$ cat src/rtl/fifo_write_ptr_full_pkg.sv
// Shared definitions for the async FIFO pointer logic: default widths and the binary-to-Gray helper.
package fifo_write_ptr_full_pkg;
  localparam int addr_size_default = 4;
  localparam int ptr_w_default     = addr_size_default + 1;
  localparam int depth_default     = 1 << addr_size_default;
  localparam int gray_max_w        = 32;

  // Callers zero-extend their pointer in and keep only the low bits out.
  function automatic logic [gray_max_w-1:0] bin2gray(input logic [gray_max_w-1:0] b);
    return (b >> 1) ^ b;
  endfunction
endpackage

$ cat src/rtl/fifo_gray2bin.sv
// Combinational Gray-to-binary converter; bit i is the XOR of all Gray bits at or above i.
module fifo_gray2bin #(
  parameter int width = 5
) (
  input  logic [width-1:0] gray,
  output logic [width-1:0] bin
);
  always_comb begin
    bin = '0;
    for (int i = 0; i < width; i++) begin
      bin[i] = ^(gray >> i);
    end
  end
endmodule

$ cat src/rtl/fifo_write_ptr_full.sv
// Write-side pointer, Gray pointer, full/almost-full, fill level and sticky overflow for the async FIFO.
// All outputs are registered; addr_size must be at least 2.
module fifo_write_ptr_full
  import fifo_write_ptr_full_pkg::*;
#(
  parameter int addr_size          = addr_size_default,
  parameter int almost_full_thresh = 12
) (
  input  logic                 write_clock_i,
  input  logic                 write_reset_i,
  input  logic                 write_en_i,
  input  logic [addr_size:0]   read_ptr_gray_sync_i,
  output logic [addr_size-1:0] write_addr_o,
  output logic [addr_size:0]   write_ptr_gray_o,
  output logic                 write_full_o,
  output logic                 write_almost_full_o,
  output logic [addr_size:0]   write_count_o,
  output logic                 write_overflow_o
);
  localparam int ptr_w = addr_size + 1;
  localparam logic [ptr_w-1:0] af_thresh = ptr_w'(almost_full_thresh);

  logic [ptr_w-1:0]            wbin;
  logic [ptr_w-1:0]            wbin_next;
  logic [ptr_w-1:0]            wgray_next;
  logic [ptr_w-1:0]            rbin;
  logic [ptr_w-1:0]            level_next;
  logic [ptr_w-1:0]            full_pattern;
  logic [gray_max_w-1:ptr_w]   gray_hi_unused;
  logic                        push;
  logic                        full_next;

  fifo_gray2bin #(.width(ptr_w)) u_rgray2bin (
    .gray (read_ptr_gray_sync_i),
    .bin  (rbin)
  );

  always_comb begin
    push       = write_en_i & ~write_full_o;
    wbin_next  = wbin + ptr_w'(push);
    {gray_hi_unused, wgray_next} = bin2gray(gray_max_w'(wbin_next));
    // Full when the write pointer has lapped the read pointer: top two Gray bits inverted.
    full_pattern = {~read_ptr_gray_sync_i[ptr_w-1:ptr_w-2], read_ptr_gray_sync_i[ptr_w-3:0]};
    full_next  = (wgray_next == full_pattern);
    level_next = wbin_next - rbin;
  end

  always_ff @(posedge write_clock_i) begin
    if (write_reset_i) begin
      wbin                <= '0;
      write_ptr_gray_o    <= '0;
      write_full_o        <= 1'b0;
      write_almost_full_o <= 1'b0;
      write_count_o       <= '0;
      write_overflow_o    <= 1'b0;
    end else begin
      wbin                <= wbin_next;
      write_ptr_gray_o    <= wgray_next;
      write_full_o        <= full_next;
      write_almost_full_o <= (level_next >= af_thresh);
      write_count_o       <= level_next;
      write_overflow_o    <= write_overflow_o | (write_en_i & write_full_o);
    end
  end

  assign write_addr_o = wbin[addr_size-1:0];
endmodule
$ cat config.mk
export PLATFORM = sky130hd
export DESIGN_NAME = fifo_write_ptr_full
export DESIGN_NICKNAME = d
export VERILOG_FILES = /design/src/rtl/fifo_write_ptr_full_pkg.sv /design/src/rtl/fifo_gray2bin.sv /design/src/rtl/fifo_write_ptr_full.sv
export SDC_FILE = /design/constraint.sdc
export NUM_CORES = 1
export LEC_CHECK = 0
export ABC_AREA = 1
export CELL_PAD_IN_SITES_DETAIL_PLACEMENT = 0
export CELL_PAD_IN_SITES_GLOBAL_PLACEMENT = 2
export CORE_MARGIN = 5
export CORE_UTILIZATION = 28
export CTS_BUF_LIST = sky130_fd_sc_hd__clkbuf_4
export DETAILED_ROUTE_END_ITERATION = 6
export GPL_TIMING_DRIVEN = 0
export PLACE_DENSITY_LB_ADDON = 0.1
export SLEW_MARGIN = 20
export SYNTH_ARGS = -nofsm -noshare
export SYNTH_HDL_FRONTEND = slang
export SYNTH_SLANG_ARGS = --single-unit
$ cat constraint.sdc
create_clock -name write_clock_i -period 2.91 [get_ports write_clock_i]
set_clock_uncertainty 0.05 [all_clocks]
set_input_delay 0.582 -clock write_clock_i [delete_from_list [all_inputs] [get_ports write_clock_i]]
set_output_delay 0.582 -clock write_clock_i [all_outputs]
set_load 0.03 [all_outputs]
Word level (Yosys, flattened, before mapping)
Cells that the tools add are included.
Widths: inputs -> output; s select.
Word-level totals
  bits in writable memories: 0
  memories: 0
  word-level logic and storage cells: 21
  register bits: 18
  ROM bits: 0
  latch bits: 0
Operators by class
  add/subtract/negate cells: 2
  multiplexer cells: 0
  eq/ne operators: 1
  reduce and logical (&&, ||, !) cells: 5
  shift operators: 0
  div/mod/pow operators: 0
  multiply operators: 0
  bitwise logic cells: 6
  magnitude comparators: 1
Operators with widths (number)
  $reduce_xor 5->1: 5
  $add 5x1->5: 1
  $eq 5x5->1: 1
  $ge 5x4->1 const B: 1
  $sub 5x5->5: 1
  $xor 4x5->5: 1
  $and 1x1->1: 2
  $not 2->2: 1
  $not 1->1: 1
  $or 1x1->1: 1

Depth between registers and ports, before layout
  word-level depth: 5
  depth in mapped cells: 16
  gate-level depth less buffers: 16

By module
From an unflattened synthesis, not the netlist that was laid out.
Second synthesis, totals
  cells, all modules: 159
  area, all modules: 1076.0 um^2
Modules (own cells, without submodules)
  fifo_write_ptr_full: cells each 138, times used 1, area each 958.4 um^2, seq. area each 340.3 um^2
  fifo_gray2bin: cells each 21, times used 1, area each 117.6 um^2, seq. area each 0.0 um^2

Least setup slack after synthesis
OpenSTA, ideal clock, no wires.
  path kind: in2reg
  start: in write_en_i
  end: reg write_almost_full_o
  slack: 0.697 ns
  arrival time: 2.050 ns
  setup time: 0.113 ns
  data required time: 2.747 ns
  stages: 15
  path through: inv_1 > nor2_1 > ha_1 > ha_1 > inv_1 > nand2_1 > nand2_2 > inv_1 > ha_1 > nand2_1 > nand3b_1 > nand2_1 > nand2_1 > nand3_1 > nand2_1
On the way
  longest elaborated chain between the ends: 4
RTL lines
  from (decl): line fifo_write_ptr_full.sv:11  | input logic write_en_i,
  $and 1x1->1: line fifo_write_ptr_full.sv:39  | push = write_en_i & ~write_full_o;
  $add 5x1->5: line fifo_write_ptr_full.sv:40  | wbin_next = wbin + ptr_w'(push);
  named net wbin_next[2]: line fifo_write_ptr_full.sv:24  | logic [ptr_w-1:0] wbin_next;
  $sub 5x5->5: line fifo_write_ptr_full.sv:45  | level_next = wbin_next - rbin;
  $ge 5x4->1: line fifo_write_ptr_full.sv:60  | write_almost_full_o <= (level_next >= af_thresh);
  to (signal assigned): line fifo_write_ptr_full.sv:60
  to (decl): line fifo_write_ptr_full.sv:16  | output logic write_almost_full_o,
The timed path passes the listed nets, and every way through them passes these cells.
A chain may end at the register's enable or synchronous reset.

Worst setup path in the final report
Ends and elaborated chain as after synthesis.

==> results.toml <==
[status]
status = "finished clean"

[die]
initial_core_util = 0.286
die_w_um = 68.0
die_area_um2 = 4620
fp-row-count = 21
io_pins = 25
die_h_um = 68.0
core_um2 = 3280

[sta]
slew_violations = 0
tns_ns = 0
timing.fmax_mhz = 393
rsz0062_at_grt = "false"
tightest_slew_ns = 0.490
finalSetupViolCount = 0
fin_crit_sh = 0.873
relSlewSlack = 0.673
hold_viol_final = 0
final.min_clock_period_ns = 2.54
worst_slack_ns = 0.369

[critical_path]
cpPeakStageDelay_ns = 0.47
cp.required_ns = 3.06
startpoint_type = "input pin"
path_buf_inv = 3
critPathMostFrequentCell = "nand2_1"
slowest_stage = "clkdlybuf4s50_1"
cp.arrival_ns = 2.69
crit_chain = "clkdlybuf4s50_1, inv_1, nor2_1, ha_1, ha_1, nand2_1, nand2_2, inv_1, ha_1, nand2_1, nand3b_1, nand2_1, nand2_1, nand3_1, nand2_1"
crit_path_end_kind = "flip-flop"
critPathKind = "in2reg"
path_max_fanout = 5
crit_family = "simple AND/OR/NAND/NOR gates"

[clock_network]
clk_pin_slew_ns = 0.10
cts_root_buffer = "clkbuf_4"
cts_tree = "built"
numCtsBuffers = 3
cts_sinks = 17
postCtsSetupRepairBufs = 0
postCtsHoldBufs = 0
cts-htree-levels = 1
clk_latency_ns = 0.29
ctsLongestPathBuffers = 2
cts_resized = 0

[placement]
dp_slack_ns = 0.00981
io_buffers = 24
gp_congestion = 0.710
dp_hpwl_mm = 1.70
placedCellCount = 205

[power]
power_density_nw_per_um2 = 504
peakVddDrop_v = 0.000163
p_leak_nw = 0.636

[global_routing]
grt_pass1_wl_mm = 3.55
antenna_found_initial = 0
gr-usage-met3 = 0.0213
grt_pass1_vias = 825
grt_max_degree = 11
globalRouteMet2Util = 0.161
met1_usage = 0.131
grt_overflow_total = 0
grtUsageTotal = 0.103
top_usage_layer = "met2"

[synth]
synthMuxAreaShare = 0
syn_nets = 149
synth-seq-cells = 17
synth_area_um2 = 941
yosysWarnings = 0
yosys.area.top_type = "dfxtp_1"
syn_inst = 135
synth_top_family_by_area = "simple AND/OR/NAND/NOR gates"
synth_simple_gate_area_frac = 0.340
ys_seq_area_frac = 0.362
synth_compound_area_frac = 0.0213
syn_avg_cell_area_um2 = 6.97
synth_area_leaders = "dfxtp_1, nand2_1, inv_1, ha_1, xor2_1"
synth-xor-area-share = 0.101
synth_top_area_share = 0.362
synth_cell_type_count = 18
synth_fa_ha_area_frac = 0.0798

[routing]
routed_via_density = 4.11
wire_per_inst_um = 9.78
first_pass_iters = 4
postRouteAntennaNets = 0
route.detailed.drc = 0
dr.first_iter.drc_count = 18
via_count = 859
finalWirelength_mm = 2.05

[cells_and_area]
nNetsFinal = 178
drive_gt1_frac = 0.0798
synthToLayoutAreaGrowth_pct = 34.6
fin_cells = 209
n_antenna_cell = 0
post-route-util = 0.386

[job]
drv_cap = 0

[min_path]
hold_class = "reg2reg"
cell families (layout without fill, tap and decap cells):
logic type,count (synthesis),in the layout
adders and majority gates,6,6
xor gates and xnor gates,10,10
and+or+nand+nor,74,74
AOI/OAI and AO/OA,4,4
buffers and inverters,24,52
DFF,17,17
registers in the layout (all words and copies together), names as in the netlist:
name,count
write_overflow_o,1
wbin,4
write_full_o,1
write_almost_full_o,1
write_ptr_gray_o,5
write_count_o,5
power breakdown:
part | internal [mW] | leakage [nW] | switching, mW
registers | 0.258 | 0.140 | 0.00711
logic | 0.100 | 0.479 | 0.144
clock network | 0.0512 | 0.0177 | 0.0777
cell usage in the layout, fill, tap and decap left out:
cell / synthesis / final
nand4_1: 1 / 1
clkbuf_1: 1 / 1
nand2_2: 5 / 5
inv_2: 1 / 1
xor2_1: 7 / 7
xor2_2: 1 / 1
clkbuf_4: 0 / 3
nand3_2: 1 / 1
inv_1: 22 / 22
nand3b_1: 1 / 1
ha_1: 6 / 6
dfxtp_1: 17 / 17
clkinv_2: 0 / 1
xnor2_1: 2 / 2
clkdlybuf4s50_1: 0 / 24
nor2_2: 1 / 1
a21oi_1: 4 / 4
nand3_1: 10 / 10
nand2_1: 38 / 38
nor2_1: 16 / 16
or2_0: 1 / 1
final cells by class:
type,count,area [um2]
well taps,46,57.6
fillers,362,2020
clock inverters,1,5.00
repair buffers,24,240
clock buffers,3,22.5
plain buffers,1,3.75
flip-flops and latches,17,340
inverters,23,86.3
multi-input cells,94,510
worst min-delay path, stage by stage, from the launching register on:
cell and delay, ns:
dfxtp_1 0.34, a21oi_1 0.04, nor2_1 0.07
metrics by stage:
| step | hold WS, ns | power (mW) | area, um2 |
|---|---|---|---|
| 6_report | 0.427 | 0.638 | 1270 |
| 4_1_cts | 0.436 | 0.650 | 1270 |
| 3_5_place_dp | 0.407 | 0.519 | 1240 |
| 5_1_grt | 0.479 | 0.695 | 1270 |
| 3_3_place_gp | 0.401 | 0.519 | 1240 |
| 2_1_floorplan | 0.571 | 0.432 | 941 |
synth_stat cells:
cell type,instances
a21oi_1,4
clkbuf_1,1
dfxtp_1,17
ha_1,6
inv_1,22
inv_2,1
nand2_1,38
nand2_2,5
nand3_1,10
nand3_2,1
nand3b_1,1
nand4_1,1
nor2_1,16
nor2_2,1
or2_0,1
xnor2_1,2
xor2_1,7
xor2_2,1
layer usage:
layer | vias up | wire, um
li1 | 464 | -
met1 | 378 | 1010
met2 | 15 | 902
met3 | 2 | 95
met4 | 0 | 33
met5 | - | 0
final timing paths:
check / cells past startpoint / slack [ns] / from / endpoint
setup / recovery: 15 / 0.37 / write_en_i / write_almost_full_o
hold / removal: 2 / 0.43 / write_overflow_o / write_overflow_o
setup reg to reg: 14 / 0.80 / write_full_o / write_almost_full_o
hold reg to reg: 2 / 0.43 / write_overflow_o / write_overflow_o
Note: power is estimated with default switching activity, not from simulation.
